--- config.mk ---
export PLATFORM = sky130hd
export DESIGN_NAME = dvsd_rr_arbiter
export DESIGN_NICKNAME = d
export VERILOG_FILES = /design/src/rtl/dvsd_arb_pkg.sv /design/src/rtl/dvsd_rr_pick.sv /design/src/rtl/dvsd_rr_arbiter.sv
export SDC_FILE = /design/constraint.sdc
export NUM_CORES = 1
export LEC_CHECK = 0
export CAP_MARGIN = 30
export CORE_MARGIN = 2
export CORE_UTILIZATION = 55
export CTS_CLUSTER_SIZE = 14
export DETAILED_ROUTE_END_ITERATION = 10
export MAX_ROUTING_LAYER = met4
export PLACE_DENSITY = 0.89
export SYNTH_ARGS = -nofsm -noshare
export SYNTH_HDL_FRONTEND = slang
export SYNTH_HIERARCHICAL = 1
export SYNTH_SLANG_ARGS = --single-unit
--- constraint.sdc ---
create_clock -name clk -period 8.8 [get_ports clk]
set_clock_uncertainty 0.05 [all_clocks]
set_input_delay 0.88 -clock clk [delete_from_list [all_inputs] [get_ports clk]]
set_output_delay 0.88 -clock clk [all_outputs]
set_load 0.02 [all_outputs]
--- src/rtl/dvsd_arb_pkg.sv ---
// Shared constants and types for the round-robin arbiter.
//   N_REQ  : number of requesters (fixed at 8)
//   IDX_W  : width of an encoded requester index
//   HCNT_W : width of the hold-time counter
//   arb_state_e : arbiter FSM states
package dvsd_arb_pkg;

  localparam int N_REQ  = 8;
  localparam int IDX_W  = 3;
  localparam int HCNT_W = 8;

  typedef enum logic {
    IDLE  = 1'b0,
    GRANT = 1'b1
  } arb_state_e;

endpackage

--- src/rtl/dvsd_rr_pick.sv ---
// Combinational cyclic priority encoder.
// Finds the lowest set bit of vec at or after position start, wrapping 7->0.
//   vec   in  [7:0] : candidate vector
//   start in  [2:0] : first index searched
//   idx   out [2:0] : winning index (meaningless when found=0)
//   found out       : at least one bit of vec is set
module dvsd_rr_pick
  import dvsd_arb_pkg::*;
(
  input  logic [N_REQ-1:0] vec,
  input  logic [IDX_W-1:0] start,
  output logic [IDX_W-1:0] idx,
  output logic             found
);

  logic [2*N_REQ-1:0] dbl;
  logic [2*N_REQ-1:0] dbl_sh;
  logic [N_REQ-1:0]   rot;
  logic [IDX_W-1:0]   off;

  // Rotate so that position 'start' lands on bit 0, pick the lowest set
  // bit with a fixed priority, then add 'start' back to un-rotate.
  always_comb begin
    dbl    = {vec, vec};
    dbl_sh = dbl >> start;
    rot    = dbl_sh[N_REQ-1:0];
    found  = |rot;
    off    = '0;
    for (int i = N_REQ - 1; i >= 0; i--) begin
      if (rot[i]) off = IDX_W'(i);
    end
    idx = start + off;
  end

endmodule

--- src/rtl/dvsd_rr_arbiter.sv ---
// Eight-way round-robin arbiter with registered one-hot grant, encoded
// index and an optional hold-time limit that preempts an owner only when
// some other requester is waiting.
//   clk     in       : clock, rising edge
//   rst     in       : synchronous active-high reset
//   en      in       : enable; low blocks new grants and releases the owner
//   req     in  [7:0]: request lines
//   gnt     out [7:0]: registered one-hot grant
//   gnt_idx out [2:0]: registered index of gnt; holds last value when idle
//   gnt_vld out      : registered; a grant is active
//   eno     out      : combinational en & ~|req
//   gs      out      : same as gnt_vld
module dvsd_rr_arbiter
  import dvsd_arb_pkg::*;
#(
  parameter int N_REQ_P  = N_REQ,
  parameter int MAX_HOLD = 16
) (
  input  logic             clk,
  input  logic             rst,
  input  logic             en,
  input  logic [N_REQ-1:0] req,
  output logic [N_REQ-1:0] gnt,
  output logic [IDX_W-1:0] gnt_idx,
  output logic             gnt_vld,
  output logic             eno,
  output logic             gs
);

  // With the limit disabled the counter simply saturates at its full range.
  localparam logic [HCNT_W-1:0] HCNT_MAX =
    (MAX_HOLD == 0) ? {HCNT_W{1'b1}} : HCNT_W'(MAX_HOLD - 1);
  localparam bit LIMIT_ON = (MAX_HOLD != 0);

  arb_state_e        state_q, state_d;
  logic [IDX_W-1:0]  ptr_q, ptr_d;
  logic [HCNT_W-1:0] hcnt_q, hcnt_d;
  logic [N_REQ-1:0]  gnt_q, gnt_d;
  logic [IDX_W-1:0]  gnt_idx_q, gnt_idx_d;
  logic              gnt_vld_q, gnt_vld_d;

  logic [N_REQ-1:0]  owner_oh;
  logic [N_REQ-1:0]  others;
  logic [N_REQ-1:0]  pick_vec;
  logic [IDX_W-1:0]  pick_start;
  logic [IDX_W-1:0]  pick_idx;
  logic              pick_found;
  logic              limit_hit;
  logic              release_c;

  assign owner_oh = N_REQ'(1) << gnt_idx_q;
  assign others   = req & ~owner_oh;

  // One shared picker: from ptr when idle, from the slot after the owner
  // (owner masked out) when handing over.
  assign pick_vec   = (state_q == GRANT) ? others : req;
  assign pick_start = (state_q == GRANT) ? gnt_idx_q + IDX_W'(1) : ptr_q;

  dvsd_rr_pick u_pick (
    .vec   (pick_vec),
    .start (pick_start),
    .idx   (pick_idx),
    .found (pick_found)
  );

  assign limit_hit = LIMIT_ON && (hcnt_q == HCNT_MAX) && (|others);
  assign release_c = ~req[gnt_idx_q] | ~en | limit_hit;

  always_comb begin
    state_d   = state_q;
    ptr_d     = ptr_q;
    hcnt_d    = hcnt_q;
    gnt_d     = gnt_q;
    gnt_idx_d = gnt_idx_q;
    gnt_vld_d = gnt_vld_q;
    unique case (state_q)
      IDLE: begin
        if (en && (|req)) begin
          state_d   = GRANT;
          gnt_d     = N_REQ'(1) << pick_idx;
          gnt_idx_d = pick_idx;
          gnt_vld_d = 1'b1;
          hcnt_d    = '0;
        end
      end
      GRANT: begin
        if (release_c) begin
          ptr_d  = gnt_idx_q + IDX_W'(1);
          hcnt_d = '0;
          if (en && pick_found) begin
            // Back-to-back handover, no idle bubble.
            gnt_d     = N_REQ'(1) << pick_idx;
            gnt_idx_d = pick_idx;
          end else begin
            state_d   = IDLE;
            gnt_d     = '0;
            gnt_vld_d = 1'b0;
          end
        end else if (hcnt_q != HCNT_MAX) begin
          hcnt_d = hcnt_q + HCNT_W'(1);
        end
      end
      default: state_d = IDLE;
    endcase
  end

  always_ff @(posedge clk) begin
    if (rst) begin
      state_q   <= IDLE;
      ptr_q     <= '0;
      hcnt_q    <= '0;
      gnt_q     <= '0;
      gnt_idx_q <= '0;
      gnt_vld_q <= 1'b0;
    end else begin
      state_q   <= state_d;
      ptr_q     <= ptr_d;
      hcnt_q    <= hcnt_d;
      gnt_q     <= gnt_d;
      gnt_idx_q <= gnt_idx_d;
      gnt_vld_q <= gnt_vld_d;
    end
  end

  assign gnt     = gnt_q;
  assign gnt_idx = gnt_idx_q;
  assign gnt_vld = gnt_vld_q;
  assign gs      = gnt_vld_q;
  assign eno     = en & ~(|req);

endmodule

---- Word level (Yosys, flattened, before mapping) ----
Index checks and enable logic that the tools add are counted.
storage, ports and cells
  output and inout bits ................... 14
  memories ................................ 0
  logic and storage cells ................. 72
  input port bits ......................... 11
  bits in writable memories ............... 0
  latch bits .............................. 0
  ROM bits ................................ 0
  register bits ........................... 24
cells by class
  shifts and indexed selects .............. 3
  $lt $le $gt $ge ......................... 1
  $add $sub $neg .......................... 3
  mux-type cells .......................... 32
  multipliers ............................. 0
  reductions and logical operators ........ 11
  div/mod/pow operators ................... 0
  eq/ne operators ......................... 7
  bitwise logic cells ..................... 9
operators with widths
  operator               count
  $mux W8                7
  $mux W3                12
  $pmux W8 S2            2
  $reduce_or A8 Y1       3
  $shl A1 B3 Y8 const A  2
  $shr A16 B3 Y8         1
  $add A8 B1 Y8 const B  1
  $and A8 B8 Y8          1
  $eq A8 B4 Y1 const B   1
  $ne A8 B4 Y1 const B   1
  $not A8 Y8             1
  $mux W1                7
  $pmux W3 S2            1
  $reduce_and A2 Y1      3
  $reduce_and A3 Y1      2
  $lt A3 B4 Y1 const B   1
  $ne A2 B1 Y1 const B   2
  $ne A2 B2 Y1 const B   2
  $not A1 Y1             4
  $pmux W1 S2            2
  $add A3 B1 Y3 const B  1
  $add A3 B3 Y3          1
  $bmux W1 S3            1
  $logic_and A1 B1 Y1    3
  other kinds (3)        4

---- Depth between registers and ports, before layout ----
  word-level depth ........................ 18
  mapped depth ............................ 19
  depth with buffers taken out ............ 17

---- By module ----
Netlist, hierarchy kept.
by module, submodules not included
  module           sequential area each (µm²)  cells an instance  instances  area an instance (µm²)
  dvsd_rr_arbiter  480.5                       187                1          1530.2
  dvsd_rr_pick     0.0                         71                 1          651.9

---- Worst setup path after synthesis ----
No wires, ideal clock.
  kind .................................... flip-flop to flip-flop
  start ................................... register gnt_idx_q[0], in the netlist gnt_idx[0]
  end ..................................... register gnt_q[4], in the netlist gnt[4]
  cell stages (with the launch flop) ...... 19
  buffers on the path ..................... 1
  period minus slack after synthesis ...... 4249 ps
  setup slack ............................. 4551 ps
  required time ........................... 8678 ps
  library setup time ...................... 72 ps
  data arrival time ....................... 4127 ps
  path through ............................ dfxtp_1 > buf_6 > inv_1 > ha_1 > mux2_2 > mux4_2 > mux2_2 > o311ai_1 > and3_1 > nor2_1 > o31ai_2 > ha_1 > inv_1 > fa_1 > xor2_1 > xnor2_1 > a21boi_0 > nand2_1 > mux2i_1
between the ends
  elaborated cells on any way between the ends .. 32
  classes of those cells .................. add/sub: 2; eq/ne: 1; shift: 3; mux: 16; bitwise: 5; reduce/logical: 5
RTL lines
  what                    RTL line                                      text
  from (decl)             dvsd_rr_arbiter.sv:39                         logic [IDX_W-1:0] gnt_idx_q, gnt_idx_d;
  from (signal assigned)  dvsd_rr_arbiter.sv:120                        gnt_idx_q <= gnt_idx_d;
  $add A3 B1 Y3 *         dvsd_rr_arbiter.sv:57                         assign pick_start = (state_q == GRANT) ? gnt_idx_q + IDX_W'(1) : ptr_q;
  $mux W3 *               dvsd_rr_arbiter.sv:57
  net pick_start[1]       dvsd_rr_arbiter.sv:45                         logic [IDX_W-1:0] pick_start;
  $shr A16 B3 Y8          dvsd_rr_pick.sv:25                            dbl_sh = dbl >> start;
  $mux W3 (8 in a row)    dvsd_rr_pick.sv:30                            if (rot[i]) off = IDX_W'(i);
  $add A3 B3 Y3           dvsd_rr_pick.sv:32                            idx = start + off;
  $shl A1 B3 Y8           dvsd_rr_arbiter.sv:80, dvsd_rr_arbiter.sv:92
  $mux W8                 dvsd_rr_arbiter.sv:90                         if (en && pick_found) begin
  $mux W8                 dvsd_rr_arbiter.sv:87                         if (release_c) begin
  $pmux W8 S2 *           dvsd_rr_arbiter.sv:76                         unique case (state_q)
  to (signal assigned)    dvsd_rr_arbiter.sv:119                        gnt_q <= gnt_d;
  to (decl)               dvsd_rr_arbiter.sv:38                         logic [N_REQ-1:0] gnt_q, gnt_d;
Mark *: on every way through the listed nets, which the timed path passes. The rest lies on a longest branch. The select of a mux whose other input is x is not followed.
A chain may end at the register's enable or synchronous reset.

---- Worst setup path in the final report ----
  start ................................... register gnt_idx_q[0], in the netlist gnt_idx[0]
  end ..................................... register gnt_q[5], in the netlist gnt[5]
The elaborated chain is that of the path after synthesis.

==> results by group <==
Worst setup path
  – Critical path cell sequence: inv_1, ha_1, mux2_2, mux4_2, mux2_2, o311ai_1, and3_1, nor2_1, o31ai_2, ha_1, inv_1, fa_1, xor2_1, xnor2_1, a21boi_0, nand2_1, mux2i_1
  – Worst r2r src: gnt_idx[0]
  – Worst setup path end: gnt[5]
  – Crit path max fanout: 22
  – WP data arrival: 5.19 ns
  – Critical Path Sink Type: register
  – Worst flop-to-flop path endpoint: gnt[5]
  – Worst path bufs/invs: 2
  – Req. time, crit path: 8.96 ns
  – Slowest-stage cell, CP: dfxtp_1
  – R2r setup slk: 3.78 ns
  – Startpoint types: register
  – R2R cell count: 17
  – CP top delay family: multiplexers
  – Crit path kind: reg -> reg
  – Critical path launch point: gnt_idx[0]
  – Delay of the slowest cell on the worst path: 0.65 ns
  – WP depth: 17

Finish
  – Growth of design area from synthesis to finish: 13.7%
  – Share of layout cells above drive strength 1: 8.76%
  – Antenna diodes: 0
  – Nets: 295
  – Non-filler instance count after layout: 322
  – Finished Core Util: 66.3%

STA
  – Worst-margin pin slew: 0.943 ns
  – Fmax: 199 MHz
  – Tcrit/Tclk final: 57.1%
  – Final hold violation count: 0
  – Min cycle time layout: 5.02 ns
  – Setup violators final: 0
  – Fin Setup TNS: 0 ns
  – Hold slack: 0.417 ns
  – Unrepaired setup endpoints after global routing: false
  – Rel. slew slack: 36.6%
  – Fin. max-slew vios: 0

Yosys
  – Area leader, netlist: dfxtp_1
  – Share of Yosys cell area claimed by the top area cell type: 22.0%
  – Cells after synthesis: 258
  – Post-synth cell types: 59
  – Most used DFF post-synth: dfxtp_1
  – Post-synthesis net count: 278
  – Yosys reg bits: 24
  – Syn_area_per_cell: 8.46 sq um
  – Synthesized area: 2180 sq um
  – Largest cells by area after synthesis: dfxtp_1 (22%), mux2i_1 (13%), mux4_2 (6.2%), nand2_1 (5.7%), ha_1 (4.6%)
  – EDFF count, synth: 0
  – Sequential-to-total area share from yosys stat: 22.0%
  – Async SR Flop Fraction: 0%
  – Synthesis warning total: 6

Drt
  – DR vias: 2,054
  – Antenna Violating Nets Remaining: 0
  – Residual DRC: 0
  – Final wirelength: 5610 um
  – Drt pass-1 iters: 4
  – Wire length per cell: 17.4 um
  – Vias/cell: 6.38
  – Detailed Route Iter0 Violations: 224

Clock tree
  – Clock sinks: 24
  – Post-CTS sizing: 0
  – H-Tree Depth: 1
  – Root Driver: clkbuf_8
  – Cts hold-fix bufs: 0
  – CTS tree: done
  – Clock Latency Late Sink: 0.28 ns
  – Clk pin slew, worst setup/hold paths: 0.09 ns
  – Clock Path Buffers: 2
  – Post-CTS Setup Bufs: 0
  – Num CTS Buffers: 3

Floorplanning
  – Die Width: 67.0 um
  – I/O Pins: 25
  – Core area: 3740 sq um
  – Initial Utilization: 58.3%
  – Site row count: 22
  – Die footprint: 4490 sq um
  – Die Ht: 67.0 um

GRT
  – First-pass GRT wire length: 9160 um
  – Antenna violations before repair: 0
  – GRT Util Overall: 27.6%
  – Vias in the first global route: 1,912
  – GRT Residual Overflow: 0
  – Largest net degree at the start of global routing: 23

Power
  – Power Density: 256 nW/um^2
  – Combinational Power Share: 59.7%
  – Clock network fraction of total power: 15.7%
  – Seq pwr share: 24.6%
  – Internal power: 0.000360 W
  – Maximum vdd drop: 176 uV
  – Total power: 0.000636 W
  – Leak: 0.890 nW
  – Switch Pwr: 0.000277 W
  – Fraction of power spent switching nets: 43.5%

Placement
  – GP Congestion: 0.949
  – Placed insts: 318
  – Port buffer count: 24
  – HPWL Detailed: 3890 um

Worst hold path
  – Hold Crit Class: reg -> reg

Status
  – Status: finished, final reports clean

Flow run
  – Max cap viols: 0
state kept, by name, indices dropped and copies added (netlist names):
register  flops
state_q       1
ptr_q         3
hcnt_q        8
gnt_vld       1
gnt_idx       3
gnt           8
power by group through the flow:
stage / Combinational (W) / Clock (W) / Sequential (W)
6_report: 0.000380 / 0.0000997 / 0.000157
5_1_grt: 0.000412 / 0.000106 / 0.000161
3_3_place_gp: 0.000358 / 0 / 0.000157
3_5_place_dp: 0.000368 / 0 / 0.000158
2_1_floorplan: 0.000274 / 0 / 0.000165
4_1_cts: 0.000374 / 0.000100 / 0.000156
how the worst min path moves through the flow:
stage,start,endpoint,slack (ns),cells past startpoint
2_1_floorplan,ptr_q[1],ptr_q[1],0.38,2
3_3_place_gp,ptr_q[1],ptr_q[1],0.39,2
3_5_place_dp,gnt[3],gnt[3],0.40,2
4_1_cts,gnt[3],gnt[3],0.41,2
5_1_grt,gnt[7],gnt[7],0.45,2
6_report,gnt[3],gnt[3],0.42,2
logic make-up (layout without fill, tap and decap cells):
kind of cell | Yosys count | in the layout | synth area share [%]
and+or+nand+nor | 97 | 97 | 22.0
AOI/OAI and AO/OA | 53 | 53 | 18.1
muxes | 43 | 43 | 25.1
buffers and inverters | 30 | 46 | 6.59
DFF | 24 | 24 | 22.0
adders and majority gates | 9 | 9 | 5.50
xor gates and xnor gates | 2 | 2 | 0.803
layout make-up:
class | instances | area (sq um)
Timing Repair Buffer | 25 | 248
Clock buffer | 3 | 41.3
Sequential cell | 24 | 480
Multi-Input combinational cell | 204 | 1560
Clock inverter | 1 | 30.0
Fill cell | 309 | 1260
Inverter | 17 | 63.8
Tap cell | 48 | 60.1
worst min-delay path, stage by stage, from the launching register on:
cell and delay (ns):
dfxtp_1 0.32, nand2_1 0.05, mux2i_1 0.05
routing by layer:
layer | wire length [um] | up-vias | global-route usage, %
met4 | 97 | 0 | 8.93
met2 | 2700 | 91 | 43.4
met5 | 0 | - | -
li1 | - | 981 | -
met3 | 406 | 10 | 5.24
met1 | 2400 | 972 | 36.0
cell usage after synthesis (all sizes together), types with 2 or more instances:
cell type	n
nand2	33
mux2i	28
dfxtp	24
nor2	20
inv	15
a21oi	9
a21boi	8
buf	8
ha	8
mux4	8
mux2	7
or3	7
nand2b	6
nor3	6
o221ai	6
clkbuf	5
nand3	5
nor3b	4
a211oi	3
and2	3
and3	3
nor2b	3
o2111ai	3
o21ai	3
o31ai	3
a31oi	2
clkinv	2
o21a	2
o21bai	2
o32ai	2
or2	2
cell usage in the layout, fill, tap and decap left out, types with 3 or more instances in the layout:
| cell | n |
|---|---|
| o2111ai_1 | 3 |
| nand3_1 | 5 |
| clkdlybuf4s50_1 | 24 |
| nor2b_1 | 3 |
| nor3b_1 | 4 |
| a211oi_1 | 3 |
| nand2_1 | 33 |
| o221ai_1 | 6 |
| or3_1 | 7 |
| mux4_2 | 6 |
| a21oi_1 | 9 |
| clkbuf_8 | 3 |
| mux2i_1 | 28 |
| nor3_1 | 6 |
| nor2_1 | 20 |
| a21boi_0 | 8 |
| dfxtp_1 | 24 |
| mux2_2 | 7 |
| nand2b_1 | 6 |
| inv_1 | 15 |
| ha_1 | 8 |
through the flow:
step / instance area (sq um) / setup WS, ns
after floorplan: 2180 / 4.55
after global placement: 2410 / 3.82
after detailed placement: 2410 / 3.69
after CTS: 2480 / 3.81
after global routing: 2480 / 3.32
final: 2480 / 3.78
(Power assumes the default switching activity.)
